### config.mk
export PLATFORM = sky130hd
export DESIGN_NAME = rotate_frame_ctrl
export DESIGN_NICKNAME = d
export VERILOG_FILES = /design/src/rtl/rotate_frame_ctrl.sv
export SDC_FILE = /design/constraint.sdc
export NUM_CORES = 1
export LEC_CHECK = 0
export CAP_MARGIN = 20
export CORE_MARGIN = 2
export CORE_UTILIZATION = 50
export CTS_CLUSTER_SIZE = 28
export DETAILED_ROUTE_END_ITERATION = 16
export PLACE_DENSITY = 0.75
export SYNTH_ARGS = -nofsm -noshare
export SYNTH_HDL_FRONTEND = slang
export SYNTH_SLANG_ARGS = --single-unit
### constraint.sdc
create_clock -name clk -period 3.6 [get_ports clk]
set_input_delay 0.54 -clock clk [delete_from_list [all_inputs] [get_ports clk]]
set_output_delay 0.54 -clock clk [all_outputs]
set_load 0.01 [all_outputs]
### src/rtl/rotate_frame_ctrl.sv
// rotate_frame_ctrl: sequences the rotation core through write and rotated read phases and
// turns its fixed-latency read port into a back-pressurable output stream with line/frame marks.
module rotate_frame_ctrl #(
   parameter int IMG_W = 1024,
   parameter int IMG_H = 1024,
   parameter int CNT_W = 20
) (
   input  logic       clk,
   input  logic       rst,
   input  logic       start,
   output logic       busy,
   output logic       frame_done,
   input  logic       in_valid,
   output logic       in_ready,
   input  logic [7:0] in_data,
   output logic       out_valid,
   input  logic       out_ready,
   output logic [7:0] out_data,
   output logic       out_sol,
   output logic       out_eof,
   output logic       core_mode,
   output logic       core_ce,
   output logic       core_clr,
   output logic [7:0] core_wdata,
   input  logic [7:0] core_rdata
);
   typedef enum logic [2:0] {IDLE, CLR_W, LOAD, CLR_R, ROTATE, DRAIN, DONE} state_t;
   localparam logic [CNT_W-1:0] LAST = CNT_W'(IMG_W * IMG_H - 1);
   localparam logic [CNT_W-1:0] COL_LAST = CNT_W'(IMG_H - 1);
   state_t state, state_nx;
   logic [CNT_W-1:0] pix_cnt, out_idx, col;
   logic [1:0] fifo_cnt;
   logic [7:0] d0, d1;
   logic rd_pend, pop;
   assign pop = out_valid & out_ready;
   assign out_valid = fifo_cnt != 2'd0;
   assign out_data = d0;
   assign out_sol = out_valid & (col == '0);
   assign out_eof = out_valid & (out_idx == LAST);
   assign core_wdata = in_data;
   always_comb begin
      state_nx = state;
      busy = 1'b1;
      frame_done = 1'b0;
      in_ready = 1'b0;
      core_ce = 1'b0;
      core_clr = 1'b0;
      core_mode = 1'b0;
      case (state)
         IDLE: begin
            busy = 1'b0;
            state_nx = start ? CLR_W : IDLE;
         end
         CLR_W: begin
            core_clr = 1'b1;
            state_nx = LOAD;
         end
         LOAD: begin
            in_ready = 1'b1;
            core_ce = in_valid;
            state_nx = (in_valid && pix_cnt == LAST) ? CLR_R : LOAD;
         end
         CLR_R: begin
            core_clr = 1'b1;
            core_mode = 1'b1;
            state_nx = ROTATE;
         end
         ROTATE: begin
            core_mode = 1'b1;
            // occupancy is taken after this cycle's pop so a full-rate stream never bubbles
            core_ce = ({1'b0, fifo_cnt} + {2'b0, rd_pend} - {2'b0, pop}) < 3'd2;
            state_nx = (core_ce && pix_cnt == LAST) ? DRAIN : ROTATE;
         end
         DRAIN: begin
            core_mode = 1'b1;
            state_nx = (pop && out_eof) ? DONE : DRAIN;
         end
         DONE: begin
            busy = 1'b0;
            frame_done = 1'b1;
            state_nx = IDLE;
         end
         default: begin
            busy = 1'b0;
            state_nx = IDLE;
         end
      endcase
   end
   always_ff @(posedge clk or negedge rst) begin
      if (!rst) begin
         state <= IDLE;
         pix_cnt <= '0;
         out_idx <= '0;
         col <= '0;
         fifo_cnt <= '0;
         d0 <= '0;
         d1 <= '0;
         rd_pend <= 1'b0;
      end else begin
         state <= state_nx;
         rd_pend <= core_ce & core_mode;
         fifo_cnt <= fifo_cnt + {1'b0, rd_pend} - {1'b0, pop};
         if (core_clr) pix_cnt <= '0;
         else if (core_ce) pix_cnt <= pix_cnt + CNT_W'(1);
         if (core_clr) begin
            out_idx <= '0;
            col <= '0;
         end else if (pop) begin
            out_idx <= out_idx + CNT_W'(1);
            col <= (col == COL_LAST) ? '0 : col + CNT_W'(1);
         end
         if (pop) d0 <= (fifo_cnt == 2'd2) ? d1 : core_rdata;
         else if (rd_pend && fifo_cnt == 2'd0) d0 <= core_rdata;
         if (rd_pend && fifo_cnt == (pop ? 2'd2 : 2'd1)) d1 <= core_rdata;
      end
   end
endmodule

== Word level (Yosys, flattened, before mapping) ==
Cells that the tools add are included.
Storage, ports and cells
  register bits after elaboration: 82
  bits of input ports: 21
  output and inout port bits: 25
  logic and storage cells: 68
Cells by class
  magnitude comparators: 1
  equal/unequal tests: 11
  reduce and logical (&&, ||, !) cells: 15
  add/sub/neg operators: 7
  mux-type cells: 22
  bitwise operators: 4
Operators by type and width (number)
  $mux W20: 7
  $add A20 B1 Y20 const B: 3
  $eq A20 B20 Y1 const B: 2
  $mux W8: 3
  $eq A20 B10 Y1 const B: 1
  $logic_not A20 Y1: 1
  $pmux W3 S6: 1
  $eq A3 B3 Y1 const B: 3
  $mux W1: 8
  $reduce_bool A2 Y1: 4
  $eq A3 B2 Y1 const B: 2
  $logic_and A1 B1 Y1: 5
  $reduce_or A5 Y1: 1
  $and A1 B1 Y1: 4
  $mux W2: 2
  $add A2 B1 Y3: 1
  $eq A3 B1 Y1 const B: 1
  $logic_not A3 Y1: 1
  $lt A3 B2 Y1 const B: 1
  $reduce_or A3 Y1: 1
  $sub A3 B1 Y3: 1
  $add A2 B1 Y2: 1
  $eq A2 B2 Y1: 1
  $eq A2 B2 Y1 const B: 1
  other kinds (4): 4

== Depth between registers and ports, before layout ==
  depth in word-level cells: 7
  gate-level depth with buffers: 14
  mapped depth without buffers: 10

== Worst setup path before layout ==
No wires, ideal clock.
  path kind: reg2reg
  from: register fifo_cnt[1]
  to: register pix_cnt[9]
  path slack: 0.289 ns
  data arrival time: 3.233 ns
  period minus slack after synthesis: 3.311 ns
  cell stages (with the launch flop): 14
  required time: 3.522 ns
  path through: dfrtp_1 -> clkbuf_1 -> o21ai_1 -> clkbuf_1 -> buf_1 -> nand2_1 -> nand2_1 -> ha_1 -> fa_1 -> nor4b_1 -> a22oi_1 -> clkbuf_1 -> or4_1 -> a21oi_1
Between the ends
  longest elaborated chain between the ends: 6
RTL lines
  start: declaration: line 32  | logic [1:0] fifo_cnt;
  start signal: assignment: line 102  | fifo_cnt <= fifo_cnt + {1'b0, rd_pend} - {1'b0, pop};
  branches (longest 2 deep; another with $add A2 B1 Y3)
  $sub A3 B1 Y3 *: line 71  | core_ce = ({1'b0, fifo_cnt} + {2'b0, rd_pend} - {2'b0, pop}) < 3'd2;
  $lt A3 B2 Y1 *: line 71
  $pmux W1 S2 *: line 49  | case (state)
  $reduce_bool A2 Y1 (no line) *
  end signal: assignment: line 104  | else if (core_ce) pix_cnt <= pix_cnt + CNT_W'(1);
  end: declaration: line 31  | logic [CNT_W-1:0] pix_cnt, out_idx, col;
Mark *: on every way between the ends.
A chain may end at the register's enable or synchronous reset.

== Worst setup path in the final report ==
  from: input out_ready
  to: output core_ce
Between the ends
  longest elaborated chain between the ends: 4
RTL lines
  start: declaration: line 17  | input logic out_ready,
  $and A1 B1 Y1: line 35  | assign pop = out_valid & out_ready;
  $sub A3 B1 Y3: line 71
  $lt A3 B2 Y1: line 71
  $pmux W1 S2: line 49
  end: declaration: line 22  | output logic core_ce,
No other way between the ends.

==> results.yml <==
yosys:
  synth_flop_cell: "dfrtp_1"
  syn_area_per_cell_um2: 9.52
  synthArstFlopShare: 1.00
  syn-num-nets: 500
  synthesis.area_mm2: 0.00449
  synth-seq-area-share: 0.457
  yosysWarnings: 0
  postSynthCellCount: 471
  ys_seq_elements: 82
  synth.distinct_cells: 55
  synth_edf_count: 0
die:
  initial_core_util: 0.514
  ios: 46
  die_h_um: 98.7
  die_w_um: 98.7
  core_area_mm2: 0.00872
  dieArea_mm2: 0.00974
  fp-row-count: 34
routing:
  wl_per_cell_um: 16.0
  drc: 0
  drtPass1Iterations: 4
  first_iter_violations: 202
  drt-vias-per-instance: 5.94
  vias: 3575
  final_antenna_net_count: 0
  routed_wl_mm: 9.66
critical_path:
  r2r_cells: 10
  cp.arrival_ps: 2630
  r2r-start: "fifo_cnt[0]"
  path_class: "input port to output pin"
  rr_endpoint: "pix_cnt[9]"
  start_kind: "input port"
  cp_max_fo: 3
  worst-r2r-setup-slack_ps: 710
  cp.required_ps: 3060
  setup.worst_path.end_class: "output pin"
cts:
  htreeDepth: 3
  ctsLongestPathBuffers: 2
  cts_made_buffers: 9
  cts_setup_buffers: 0
  cts-root-buf: "clkbuf_8"
  cts_sinks: 82
  clock_latency_ps: 350
  clkTransAtPathRegs_ps: 100
  cts_tree: "built"
placement:
  post-dp-hpwl_mm: 6.32
  dpl.cell_count: 585
  place_congestion: 0.858
  io_buffers: 29
  postPlaceCellArea_mm2: 0.00481
worst_hold_path:
  hp-class: "input port to async pin"
sta:
  post-route-period-util: 0.881
  hold_violations: 0
  rsz0062_at_grt: "no"
  max_slew_margin: 0.341
  max_freq_mhz: 315
  whs_ps: 13.6
  maxSlewViolCount: 0
  period_minus_slack_ps: 3170
  setup_viol: 0
  worst_pin_slew_ps: 988
  fin_skew_ps: 14.1
  finalSetupTns_ps: 0
final_layout:
  fin_area_mm2: 0.00512
  layout-drive-gt1-share: 0.0931
  num_antenna_cells: 0
  syn2layout_area_growth_pct: 14.2
  final_cell_mix: "82 x dfrtp_1, 42 x nand2_1, 31 x nor2_1"
  nNetsFinal: 518
  final_common_cell: "dfrtp_1"
  stdcell_count: 602
flow_run:
  drv_cap: 0
grt:
  grt_pass1_wl_mm: 17.2
  grt_pass1_vias: 3742
  antenna_found_initial: 0
  grt_use_total: 0.214
  grt_max_degree: 83
  grt-ovfl-total: 0
pwr:
  power.leakage_nw: 2.20
  ir_drop_uv: 421
  power.density_mw_per_mm2: 539
run_status:
  status: "finished clean"
stage by stage:
stage | power, mW | util | setup slack [ps]
after floorplan | 1.63 | - | 289
after global placement | 1.86 | 0.552 | 46.5
after detailed placement | 1.90 | 0.552 | 4.28
after CTS | 2.76 | 0.582 | 63.9
after global routing | 2.93 | 0.587 | 314
final | 2.76 | 0.587 | 428
repair_timing:
action	CTS	global route
gates resized for setup	1	4
pin swaps	0	1
hold buffers	0	0
endpoints found under the setup margin	1	1
how the worst max path moves through the flow:
stage                start          to  slack (ps)  cells past startpoint
5_1_grt          out_ready     core_ce         310                     10
3_3_place_gp     out_ready     core_ce          50                     10
2_1_floorplan  fifo_cnt[1]  pix_cnt[9]         290                     13
4_1_cts          out_ready     core_ce          60                     10
6_report         out_ready     core_ce         430                     10
3_5_place_dp     out_ready     core_ce           4                     10
synth_stat cells (all sizes together), types with 8 or more instances:
cell type	instances	share of area
mux2	8	0.020
a21oi	25	0.029
o31ai	9	0.015
buf	18	0.025
xor2	9	0.018
or4	12	0.021
nand2b	10	0.014
nor2	31	0.026
inv	14	0.012
o21ai	27	0.030
nor3	11	0.012
clkbuf	14	0.012
nand3	20	0.025
dfrtp	82	0.46
nor4	14	0.021
mux2i	13	0.029
xnor2	16	0.031
nand2	42	0.035
nand4	17	0.024
or3	14	0.020
logic make-up (layout without fill, tap and decap cells):
family / after synthesis / in the layout / share of synthesized area
AO/OA/AOI/OAI: 93 / 93 / 0.135
XOR/XNOR: 25 / 25 / 0.0488
adder cells (fa/ha/maj): 8 / 8 / 0.0240
buffers and inverters: 47 / 70 / 0.0497
flip-flops: 82 / 82 / 0.457
multiplexers: 21 / 21 / 0.0491
AND/OR/NAND/NOR: 195 / 195 / 0.236
state kept, by name (all words and copies together), names as in the netlist:
name and count:
state 3, pix_cnt 20, d1 8, out_data 8
out_idx 20, col 20, fifo_cnt 2, rd_pend 1
power breakdown:
group	internal, mW	switching (mW)	total [mW]
clock	0.504	0.356	0.860
sequential	1.07	0.187	1.26
combinational	0.302	0.341	0.643
total	1.88	0.884	2.76
cell type report:
cell class | count | area, µm²
inverter | 15 | 56.3
fill | 716 | 3600
timing repair buffer | 39 | 385
sequential | 82 | 2050
multi-input combinational | 342 | 2230
tap | 108 | 135
clock inverter | 5 | 108
clock buffer | 11 | 151
critical path, cell delays in order:
cell and delay, ps:
clkdlybuf4s50_1 530, o21a_1 160, nand2b_1 70, nand2_1 60, ha_1 150, fa_2 470, nor4b_4 310, a22oi_2 90
clkinv_1 90, dlymetal6s2s_1 160
per-layer routing:
layer	up-vias	wire, µm	GRT usage
met4	0	111	0.0685
met2	68	4580	0.354
met3	12	429	0.0447
met1	1735	4540	0.283
met5	-	0	0
li1	1760	-	-
Power figures use the tool's default switching activity.
